==> src/rtl/pll_pkg.sv <==
// Shared PLL types: Q4.12 tuning word format and DCO cell constants.
// Imported by the DCO tune encoder and its thermometer encoder.
package pll_pkg;
  localparam int TUNE_WIDTH  = 16;
  localparam int TUNE_FRAC   = 12;
  localparam int TUNE_INT    = TUNE_WIDTH - TUNE_FRAC;
  localparam int TUNE_OFFSET = 8;
  localparam int NCELLS      = 15;

  typedef logic signed [TUNE_WIDTH-1:0] tune_t;
  typedef logic [TUNE_INT-1:0]          code_t;
  typedef logic [NCELLS-1:0]            cells_t;
endpackage

==> src/rtl/therm_encoder.sv <==
// Combinational count-to-thermometer encoder for the DCO cell bank.
// Ports: count_i (cell count), cells_o (bit i set iff i < count_i).
module therm_encoder
  import pll_pkg::*;
#(
  parameter int CW = TUNE_INT,
  parameter int NC = NCELLS
) (
  input  logic [CW-1:0] count_i,
  output logic [NC-1:0] cells_o
);

  always_comb begin
    cells_o = '0;
    for (int i = 0; i < NC; i++) begin
      cells_o[i] = (CW'(i) < count_i);
    end
  end

endmodule

==> src/rtl/dco_tune_encoder.sv <==
// Q4.12 tuning word to DCO thermometer cell enables, with first-order
// sigma-delta dither of one extra cell driven by the fractional bits.
// Ports: clock/arst_n; tune_in + tune_load capture; sd_en dither enable;
// cells_out/code_out/sat registered outputs; tick marks an update cycle.
module dco_tune_encoder
  import pll_pkg::*;
#(
  parameter int WIDTH     = TUNE_WIDTH,
  parameter int FRAC_BITS = TUNE_FRAC,
  parameter int NCELLS    = pll_pkg::NCELLS,
  parameter int DIV       = 1
) (
  input  logic                    clock,
  input  logic                    arst_n,
  input  logic signed [WIDTH-1:0] tune_in,
  input  logic                    tune_load,
  input  logic                    sd_en,
  output logic [NCELLS-1:0]       cells_out,
  output logic [WIDTH-FRAC_BITS-1:0] code_out,
  output logic                    tick,
  output logic                    sat
);

  localparam int IW = WIDTH - FRAC_BITS;
  localparam int DW = (DIV > 1) ? $clog2(DIV) : 1;

  localparam logic [DW-1:0] DIV_LAST = DW'(DIV - 1);
  localparam logic [IW:0]   OFFSET   = (IW+1)'(1 << (IW - 1));
  localparam logic [IW-1:0] CODE_RST = OFFSET[IW-1:0];
  localparam logic [NCELLS-1:0] CELLS_RST =
    NCELLS'((1 << (1 << (IW - 1))) - 1);

  logic signed [WIDTH-1:0] tune_q;
  logic [FRAC_BITS-1:0]    acc_q, acc_d;
  logic [DW-1:0]           div_q, div_d;
  logic [IW-1:0]           code_q, code_d;
  logic [NCELLS-1:0]       cells_q, cells_d;
  logic                    sat_q, sat_d;
  logic                    tick_q;

  logic                    tick_int;
  logic [FRAC_BITS:0]      sum;
  logic                    carry;
  logic [IW:0]             idx;

  always_comb begin
    tick_int = (div_q == DIV_LAST);
    div_d    = tick_int ? '0 : div_q + 1'b1;
    sum      = {1'b0, acc_q} + {1'b0, tune_q[FRAC_BITS-1:0]};
    carry    = sd_en & sum[FRAC_BITS];
    acc_d    = sd_en ? sum[FRAC_BITS-1:0] : '0;
    // Sign-extended integer part plus offset: range 0..2^IW,
    // so only the top bit can signal overflow past full scale.
    idx      = {tune_q[WIDTH-1], tune_q[WIDTH-1:FRAC_BITS]}
             + OFFSET + {{IW{1'b0}}, carry};
    sat_d    = idx[IW];
    code_d   = sat_d ? '1 : idx[IW-1:0];
  end

  therm_encoder #(
    .CW (IW),
    .NC (NCELLS)
  ) u_therm (
    .count_i (code_d),
    .cells_o (cells_d)
  );

  always_ff @(posedge clock or negedge arst_n) begin
    if (!arst_n) begin
      tune_q  <= '0;
      acc_q   <= '0;
      div_q   <= '0;
      code_q  <= CODE_RST;
      cells_q <= CELLS_RST;
      sat_q   <= 1'b0;
      tick_q  <= 1'b0;
    end else begin
      tick_q <= tick_int;
      div_q  <= div_d;
      if (tune_load) tune_q <= tune_in;
      if (tick_int) begin
        acc_q   <= acc_d;
        code_q  <= code_d;
        cells_q <= cells_d;
        sat_q   <= sat_d;
      end
    end
  end

  assign cells_out = cells_q;
  assign code_out  = code_q;
  assign sat       = sat_q;
  assign tick      = tick_q;

endmodule

==> config.mk <==
export PLATFORM = sky130hd
export DESIGN_NAME = dco_tune_encoder
export DESIGN_NICKNAME = d
export VERILOG_FILES = /design/src/rtl/pll_pkg.sv /design/src/rtl/therm_encoder.sv /design/src/rtl/dco_tune_encoder.sv
export SDC_FILE = /design/constraint.sdc
export NUM_CORES = 1
export LEC_CHECK = 0
export BUFFER_PORTS_ARGS = -buffer_cell sky130_fd_sc_hd__clkbuf_2
export CORE_ASPECT_RATIO = 1.75
export CORE_MARGIN = 3
export CORE_UTILIZATION = 52
export DETAILED_ROUTE_END_ITERATION = 12
export PLACE_DENSITY_LB_ADDON = 0.12
export SYNTH_ARGS = -nofsm -noshare
export SYNTH_HDL_FRONTEND = slang
export SYNTH_SLANG_ARGS = --single-unit
==> constraint.sdc <==
create_clock -name clock -period 8.12 [get_ports clock]
set_clock_uncertainty 0.05 [all_clocks]
set_input_delay 0.406 -clock clock [delete_from_list [all_inputs] [get_ports clock]]
set_output_delay 0.406 -clock clock [all_outputs]
set_load 0.005 [all_outputs]
### Yosys cells after proc, flatten, opt, wreduce, memory -nomap -nowiden

Index checks and enable logic that the tools add are counted.

| operators by class | value |
|---|---|
| mux-type cells | 3 |
| bitwise gates (word level) | 2 |
| add/subtract/negate cells | 4 |
| magnitude comparators | 15 |

Operator list:

| kind | number |
|---|---|
| < comparator 4 bit (first input constant) | 7 |
| < comparator 3 x 4 -> 1 bit (first input constant) | 4 |
| adder 12 x 12 -> 13 bit | 1 |
| 2-to-1 mux 12 bit | 1 |
| < comparator 1 x 4 -> 1 bit (first input constant) | 2 |
| < comparator 2 x 4 -> 1 bit (first input constant) | 2 |
| adder 5 x 1 -> 5 bit | 1 |
| adder 5 x 4 -> 5 bit (second input constant) | 1 |
| 2-to-1 mux 4 bit | 1 |
| adder 1 bit (second input constant) | 1 |
| bitwise AND 1 bit | 1 |
| 2-to-1 mux 1 bit | 1 |
| NOT 1 bit | 1 |

| storage, ports and cells | value |
|---|---|
| output and inout port bits | 21 |
| register bits after elaboration | 50 |

### Depth between registers and ports, before layout

Gate-level depths: netlist (run 1).

| depth | value |
|---|---|
| depth in word-level cells | 5 |
| mapped depth | 15 |
| mapped depth without buffers | 15 |

### Cells and area by module

Synthesis (run 1) repeated with hierarchy kept, for this count alone.

| second synthesis, totals | value |
|---|---|
| cell total of the unflattened synthesis | 186 |
| area, all modules | 2,253.4 µm² |

By module, submodules not included:

| module | times used | sequential area each (µm²) | area each (µm²) | cells an instance |
|---|---|---|---|---|
| dco_tune_encoder | 1 | 1,237.4 | 2,115.8 | 162 |
| therm_encoder | 1 | 0.0 | 137.6 | 24 |

### Worst setup path before layout (run 1)

Ideal clock, no wire load.

| timing path | value |
|---|---|
| kind | register to register |
| start | register tune_q[0] |
| end | register cells_q[0] (netlist: cells_out[0]) |
| buffers on the path | 0 |
| period minus slack after synthesis | 2.924 ns |
| arrival | 2.786 ns |
| required time | 7.982 ns |
| cell stages (with the launch flop) | 15 |
| library setup time | 0.088 ns |
| slack | 5.196 ns |
| cell sequence | dfrtp_1 > ha_1 > inv_1 > fa_1 > and2b_1 > o2111ai_2 > a31oi_2 > o21ai_1 > a21oi_1 > ha_1 > ha_1 > nand2_1 > a21oi_1 > o21ai_0 > or3_1 |

| on the way | value |
|---|---|
| word-level cells in the longest chain between the ends | 5 |

RTL lines:

| item | RTL line | source |
|---|---|---|
| from (decl) | dco_tune_encoder.sv:33 | `logic signed [WIDTH-1:0] tune_q;` |
| from (signal assigned) | dco_tune_encoder.sv:80 | `if (tune_load) tune_q <= tune_in;` |
| adder 12 x 12 -> 13 bit | dco_tune_encoder.sv:49 | `sum = {1'b0, acc_q} + {1'b0, tune_q[FRAC_BITS-1:0]};` |
| bitwise AND 1 bit | dco_tune_encoder.sv:50 | `carry = sd_en & sum[FRAC_BITS];` |
| adder 5 x 1 -> 5 bit | dco_tune_encoder.sv:55 | `+ OFFSET + {{IW{1'b0}}, carry};` |
| 2-to-1 mux 4 bit | dco_tune_encoder.sv:57 | `code_d = sat_d ? '1 : idx[IW-1:0];` |
| < comparator 1 x 4 -> 1 bit | therm_encoder.sv:16 | `cells_o[i] = (CW'(i) < count_i);` |
| net cells_d[0] | dco_tune_encoder.sv:37 | `logic [NCELLS-1:0] cells_q, cells_d;` |
| to (signal assigned) | dco_tune_encoder.sv:84 | `cells_q <= cells_d;` |
| to (decl) | dco_tune_encoder.sv:37 |  |

The timed path passes the listed nets, and every way through them passes these cells.
A chain may end at the register's enable or synchronous reset.

### Final worst setup path (run 1)

| timing path | value |
|---|---|
| start | register tune_q[0] |
| end | register cells_q[8] (netlist: cells_out[8]) |

| on the way | value |
|---|---|
| word-level cells in the longest chain between the ends | 5 |

RTL lines:

| item | RTL line |
|---|---|
| adder 12 x 12 -> 13 bit | dco_tune_encoder.sv:49 |
| bitwise AND 1 bit | dco_tune_encoder.sv:50 |
| adder 5 x 1 -> 5 bit | dco_tune_encoder.sv:55 |
| 2-to-1 mux 4 bit | dco_tune_encoder.sv:57 |
| < comparator 4 bit | therm_encoder.sv:16 |
| net cells_d[8] | dco_tune_encoder.sv:37 |

The timed path passes the listed nets, and every way through them passes these cells.

==> results_dict.tcl, run 1 <==
set metrics [dict create \
    status "finished clean" \
    async_reset_ff_share_pct 100 \
    power_switching_share_pct 32.4 \
    max_slew_margin_pct 61.3 \
    design_area_mm2 0.00260 \
    post-cts-setup-buffer-count 0 \
    place_area_mm2 0.00248 \
    drt-initial-drc-count 34 \
    grt_overflow 0 \
    switching_power_mw 0.244 \
    worstRegToRegCells 14 \
    cp_data_arrival_time_ps 3510 \
    cts_inserted_buffers 5 \
    cts_hold_buf 0 \
    synth_seq_cells 48 \
    nets 272 \
    tightest_slew_ps 580 \
    firstDrtPassIters 6 \
    synthFlopType "dfrtp_1" \
    wire_per_inst_um 15.3 \
    crit_path_max_fanout 7 \
    io_pins 41 \
    clock_path_buffers 2 \
    cts_tree "built" \
    avgViaCountPerCell 5.50 \
    worst_slack_ps 4730 \
    clk-insertion-delay-late_ps 300 \
    p_int_mw 0.509 \
    ys.warnings.count 0 \
    p_per_area_mw_per_mm2 290 \
    wl_mm 4.39 \
    sequentialPowerShare_pct 41.0 \
    period_share_pct 41.8 \
    critPathLaunchType "flop" \
    syn_nets 227 \
    root_buffer "clkbuf_8" \
    yosysSeqAreaShare_pct 54.4 \
    required_ps 8230 \
    ff2ff_setup_slack_ps 4730 \
    insertedDiodeCount 0 \
    placement_rows 30 \
    portBuffers 40 \
    crit_path_end_kind "flop" \
    hp-class "in -> async" \
    clkSlewWorstSetupHoldPaths_ps 90 \
    synth.distinct_cells 40 \
    avgSynthCellArea_um2 11.6 \
    die_w_um 55.5 \
    dieArea_mm2 0.00514 \
    grt_pass1_wl_mm 7.69 \
    leakagePower_nw 1.28 \
    criticalPathCategory "reg -> reg" \
    place_congestion 0.849 \
    ant_nets 0 \
    clockPowerShare_pct 24.0 \
    coreArea_mm2 0.00402 \
    power.total_mw 0.754 \
    netlist_area_mm2 0.00223 \
    start_util_pct 55.5 \
    p_comb_share_pct 35.0 \
    cts_resized 0 \
    dieHeight_um 92.6 \
    post-route-min-period_ps 3390 \
    rsz0062_at_grt "no" \
    final.fill_count 324 \
    finalSetupTns_ps 0 \
    route.detailed.drc 0 \
    area_growth_pct 16.7 \
    clock_sinks 48 \
    slew_violations 0 \
    drive_gt1_share_pct 33.6 \
    layout_common_cells "dfrtp_1 (40), clkbuf_2 (40), nor2_1 (17)" \
    grt_pass1_vias 1694 \
    finalSetupViolations 0 \
    hold_viol 0 \
    synth-edff-count 0 \
    syn-instance-count 192 \
    hpwlAfterDp_mm 3.27 \
    grt_max_degree 49 \
    antenna_found_initial 0 \
    maxCapViolCount 0 \
    grtUsageTotal_pct 18.9 \
    dr_total_vias 1572 \
    h-tree-depth 2 \
    clock.fmax_mhz 295 \
    dp_slack_ps 4760 \
    worst_ir_drop_vdd_mv 0.219 \
]
## worst paths after layout
check                                       startpoint                 endpoint
worst max-delay path             tune_q[0]$_DFFE_PN0P_   cells_out[8]$_DFF_PN0_
worst min-delay path                            arst_n  cells_out[14]$_DFF_PN0_
worst max register to register   tune_q[0]$_DFFE_PN0P_   cells_out[8]$_DFF_PN0_
worst min register to register  tune_q[10]$_DFFE_PN0P_   tune_q[10]$_DFFE_PN0P_
min in group clock                          tune_in[1]    tune_q[1]$_DFFE_PN0P_
max in group asynchronous                       arst_n      acc_q[11]$_DFF_PN0_
## synthesized netlist by cell type, types with 3 or more instances
cell / number / area, µm²
inv_1: 11 / 41.3
a21oi_1: 8 / 40.0
nand3_1: 6 / 30.0
dfstp_2: 8 / 210
ha_1: 14 / 175
mux2_2: 14 / 158
nor2_1: 17 / 63.8
xnor2_1: 3 / 26.3
a31oi_1: 4 / 25.0
nand2b_1: 4 / 25.0
dfrtp_1: 40 / 1000
nor3_1: 6 / 30.0
o21ai_0: 11 / 55.1
xor2_1: 3 / 26.3
a21o_1: 4 / 30.0
o21a_1: 3 / 22.5
nand2_1: 8 / 30.0
## final cells by class
class / instances / area (µm²) / share of cell area (%)
multi-input combinational: 129 / 953 / 36.7
clock inverter: 2 / 38.8 / 1.49
clock buffer: 6 / 82.6 / 3.18
tap: 48 / 60.1 / 2.31
timing repair buffer: 41 / 208 / 7.99
inverter: 12 / 45.0 / 1.73
sequential: 48 / 1210 / 46.6
## flip-flops by register name, indices dropped and copies added, names as in the netlist
| signal | flops |
|---|---|
| tune_q | 16 |
| cells_out | 15 |
| acc_q | 12 |
| code_out | 3 |
| sat | 1 |
| tick | 1 |
## critical path, stage by stage (launching register included)
cell       delay, ps
dfrtp_1          360
ha_1             170
inv_1             60
fa_1             380
and2b_1          270
o2111ai_2        150
a31oi_2          250
o21ai_1          100
a21oi_1          170
ha_1             250
ha_1             300
nor3_1            80
o21a_1           190
a21oi_1          320
o21ai_0          160
## per-stage QoR
stage	std cells	util (%)	hold slack (ps)
after global placement	278	61.7	445
after CTS	286	64.7	161
final	286	64.7	141
after detailed placement	278	61.7	457
after floorplan	192	-	60.4
after global routing	286	64.7	194
## power groups by stage
stage	registers [mW]	clock network (mW)	logic, mW
finish	0.309	0.181	0.264
detailed placement	0.313	0	0.263
floorplan	0.311	0	0.192
global placement	0.312	0	0.255
CTS	0.309	0.185	0.265
global route	0.314	0.196	0.299
## layer usage
metal	wire length [µm]	global-route usage, %	up-vias	share of wire (%)
li1	-	-	759	-
met1	1630	20.7	757	37
met2	2440	34.2	43	56
met3	185	3.77	13	4.2
met4	131	8.92	0	3.0
met5	0	0	-	0
## logic make-up (layout without fill, tap and decap cells)
group,Yosys count,in the layout,synth area share (%)
muxes,16,16,7.98
adders and majority gates,15,15,8.76
AOI/OAI and AO/OA,41,41,12.5
DFF,48,48,54.4
xor gates and xnor gates,6,6,2.36
other,1,1,0.168
and+or+nand+nor,50,50,11.0
buffers and inverters,15,61,2.81
Power figures use the tool's default switching activity.
==> inputs of run 2 (changes only) <==
--- a/config.mk
+++ b/config.mk
@@ -5,10 +5,11 @@
 export SDC_FILE = /design/constraint.sdc
 export NUM_CORES = 1
 export LEC_CHECK = 0
+export ABC_AREA = 1
 export BUFFER_PORTS_ARGS = -buffer_cell sky130_fd_sc_hd__clkbuf_2
 export CORE_ASPECT_RATIO = 1.75
 export CORE_MARGIN = 3
-export CORE_UTILIZATION = 52
+export CORE_UTILIZATION = 50
 export DETAILED_ROUTE_END_ITERATION = 12
 export PLACE_DENSITY_LB_ADDON = 0.12
 export SYNTH_ARGS = -nofsm -noshare
==> constraint.sdc (replaced) <==
create_clock -name clock -period 2.9 [get_ports clock]
set_clock_uncertainty 0.05 [all_clocks]
set_input_delay 0.145 -clock clock [delete_from_list [all_inputs] [get_ports clock]]
set_output_delay 0.145 -clock clock [all_outputs]
set_load 0.005 [all_outputs]
==> results_dict.tcl, run 2 <==
set metrics [dict create \
    wire_per_inst_um 12.8 \
    post-route-min-period_ps 2670 \
    p_per_area_mw_per_mm2 778 \
    synth.distinct_cells 22 \
    crit_family "simple AND/OR/NAND/NOR gates" \
    crit_path_end_kind "flop" \
    synth_area_leaders "dfrtp_1 (43%), nand2_1 (11%), dfstp_2 (9.0%)" \
    nets 344 \
    hold_viol 0 \
    critPathLaunchType "flop" \
    clk-insertion-delay-late_ps 300 \
    crit_path_max_fanout 5 \
    ys.warnings.count 0 \
    netlist_area_mm2 0.00233 \
    slew_violations 0 \
    status "finished clean" \
    place_congestion 0.858 \
    placement_rows 32 \
    path_cells "ha_2 > inv_1 > fa_1 > inv_1 > nand3_1 > nand3_2 > nand2_1 > nand2_2 > nand2_1 > nand2_1 > nand2_1 > inv_2 > ha_4 > ha_4 > nand2_2 > nand2_1 > nand4_1 > nand2_2 > inv_2 > nor2_4 > inv_2 > nor2_2" \
    largest_reg_flops 16 \
    route.detailed.drc 0 \
    worst_ir_drop_vdd_mv 0.610 \
    synth_top_area_share_pct 43.0 \
    cts_tree "built" \
    avgSynthCellArea_um2 9.10 \
    layout_common_cells "nand2_1 (66), dfrtp_1 (40), clkbuf_2 (40)" \
    required_ps 3090 \
    firstDrtPassIters 4 \
    dieArea_mm2 0.00555 \
    dieHeight_um 96.3 \
    avgViaCountPerCell 4.93 \
    grt_pass1_wl_mm 7.78 \
    period_share_pct 92.0 \
    synth_seq_cells 48 \
    worst_slack_ps 231 \
    syn-instance-count 256 \
    dp_slack_ps 51.9 \
    min_from "tune_in[1]" \
    insertedDiodeCount 0 \
    top_register "tune_q" \
    ant_nets 0 \
    dr_total_vias 1781 \
    syn_nets 291 \
    clock_path_buffers 2 \
    start_util_pct 52.4 \
    yosysMostFrequentCell "nand2_1" \
    finalSetupViolations 0 \
    grt_pass1_vias 1867 \
    io_pins 41 \
    clock_sinks 48 \
    area_growth_pct 19.7 \
    final_cells 361 \
    critical-path-slowest-cell "fa_1" \
    maxCapViolCount 0 \
    fin_util_pct 62.7 \
    h-tree-depth 2 \
    final.fill_count 394 \
    synth_common_cells "nand2_1 (67), dfrtp_1 (40), inv_1 (33)" \
    async_reset_ff_share_pct 100 \
    clkSlewWorstSetupHoldPaths_ps 100 \
    yosys.area.top_type "dfrtp_1" \
    design_area_mm2 0.00279 \
    wl_mm 4.63 \
    yosysSeqAreaShare_pct 52.0 \
    hp-class "in -> reg" \
    cp_data_arrival_time_ps 2860 \
    crit_buf_inv 5 \
    synthFlopType "dfrtp_1" \
    grt_max_degree 36 \
    coreArea_mm2 0.00444 \
    clock.fmax_mhz 375 \
    drt-initial-drc-count 30 \
    root_buffer "clkbuf_8" \
    place_area_mm2 0.00260 \
    synth-edff-count 0 \
    cpMostUsedCell "nand2_1" \
    critPathLaunch "tune_q[0]$_DFFE_PN0P_" \
    final_common_cell "nand2_1" \
    antenna_found_initial 0 \
    r2r-start "tune_q[0]$_DFFE_PN0P_" \
    portBuffers 40 \
    die_w_um 57.6 \
    grt_overflow 0 \
    hold_ws_ps 8.34 \
    drive_gt1_share_pct 30.6 \
    cts_inserted_buffers 5 \
    leakagePower_nw 1.51 \
    hpwlAfterDp_mm 3.58 \
    cpPeakStageDelay_ps 370 \
    criticalPathCategory "reg -> reg" \
    dp_cells 347 \
    grtUsageTotal_pct 18.4 \
]
[run 2: cell count changes in the layout (fill, tap and decap cells not counted), sizes merged, moves of 4 or more]
cell	change
nand3	+5
nor2	+12
nor3	-6
a21oi	+4
nand2b	-5
inv	+28
buf	+7
a31oi	-5
nand2	+62
a21o	-4
[run 2: power by group]
group / internal (mW) / switching [mW] / total (mW)
registers: 0.822 / 0.0559 / 0.877
clock network: 0.200 / 0.233 / 0.433
logic: 0.347 / 0.513 / 0.859
[run 2: repair_timing]
item                                   CTS  global route
hold buffers                             2             0
setup buffers                            0             4
endpoints found under the hold margin   14             0
gates resized for setup                  0             8
setup endpoints to repair                0            14
[run 2: worst paths after layout]
path	endpoint	slack [ps]	cells after the start
min	tune_q[1]$_DFFE_PN0P_	8	3
max	cells_out[13]$_DFF_PN0_	230	22
min reg2reg	sat$_DFF_PN0_	450	1
max in group asynchronous	cells_out[7]$_DFF_PN1_	1810	3
max reg2reg	cells_out[13]$_DFF_PN0_	230	22
min in group asynchronous	acc_q[4]$_DFF_PN0_	220	2
[run 2: worst register-to-register path: stages (launching register included)]
cell	delay, ps
dfrtp_1	360
ha_2	190
inv_1	60
fa_1	370
inv_1	80
nand3_1	80
nand3_2	80
nand2_1	80
nand2_2	80
nand2_1	50
nand2_1	50
nand2_1	60
inv_2	70
ha_4	150
ha_4	140
nand2_2	70
nand2_1	70
nand4_1	80
nand2_2	150
inv_2	90
nor2_4	90
inv_2	60
nor2_2	80
[run 2: metrics by stage]
stage | TNS, ps | total power, mW
CTS | 0 | 2.16
detailed placement | 0 | 1.72
finish | 0 | 2.17
global placement | 0 | 1.71
floorplan | 0 | 1.47
global route | -27.2 | 2.36
[run 2: final cells by class]
cell class	instances	area, µm²	area share [%]
Multi-Input combinational cell	167	993	35.6
Inverter	37	139	4.98
Timing Repair Buffer	50	280	10.1
Clock inverter	2	17.5	0.628
Tap cell	51	63.8	2.29
Clock buffer	6	82.6	2.96
Sequential cell	48	1210	43.4
[run 2: cell families after synthesis]
| logic type | count (synthesis) | share of synthesized area [%] |
|---|---|---|
| muxes | 14 | 6.77 |
| AOI/OAI and AO/OA | 23 | 5.05 |
| other | 1 | 0.161 |
| buffers and inverters | 41 | 6.87 |
| adders and majority gates | 15 | 8.38 |
| xor gates and xnor gates | 2 | 0.752 |
| DFF | 48 | 52.0 |
| and+or+nand+nor | 112 | 20.0 |
[run 2: routing by layer]
layer	up-vias	share of wire [%]	GRT usage [%]
li1	901	-	-
met1	850	37	17.7
met2	25	59	37.0
met3	5	3.0	3.49
met4	0	1.2	6.77
met5	-	0	0
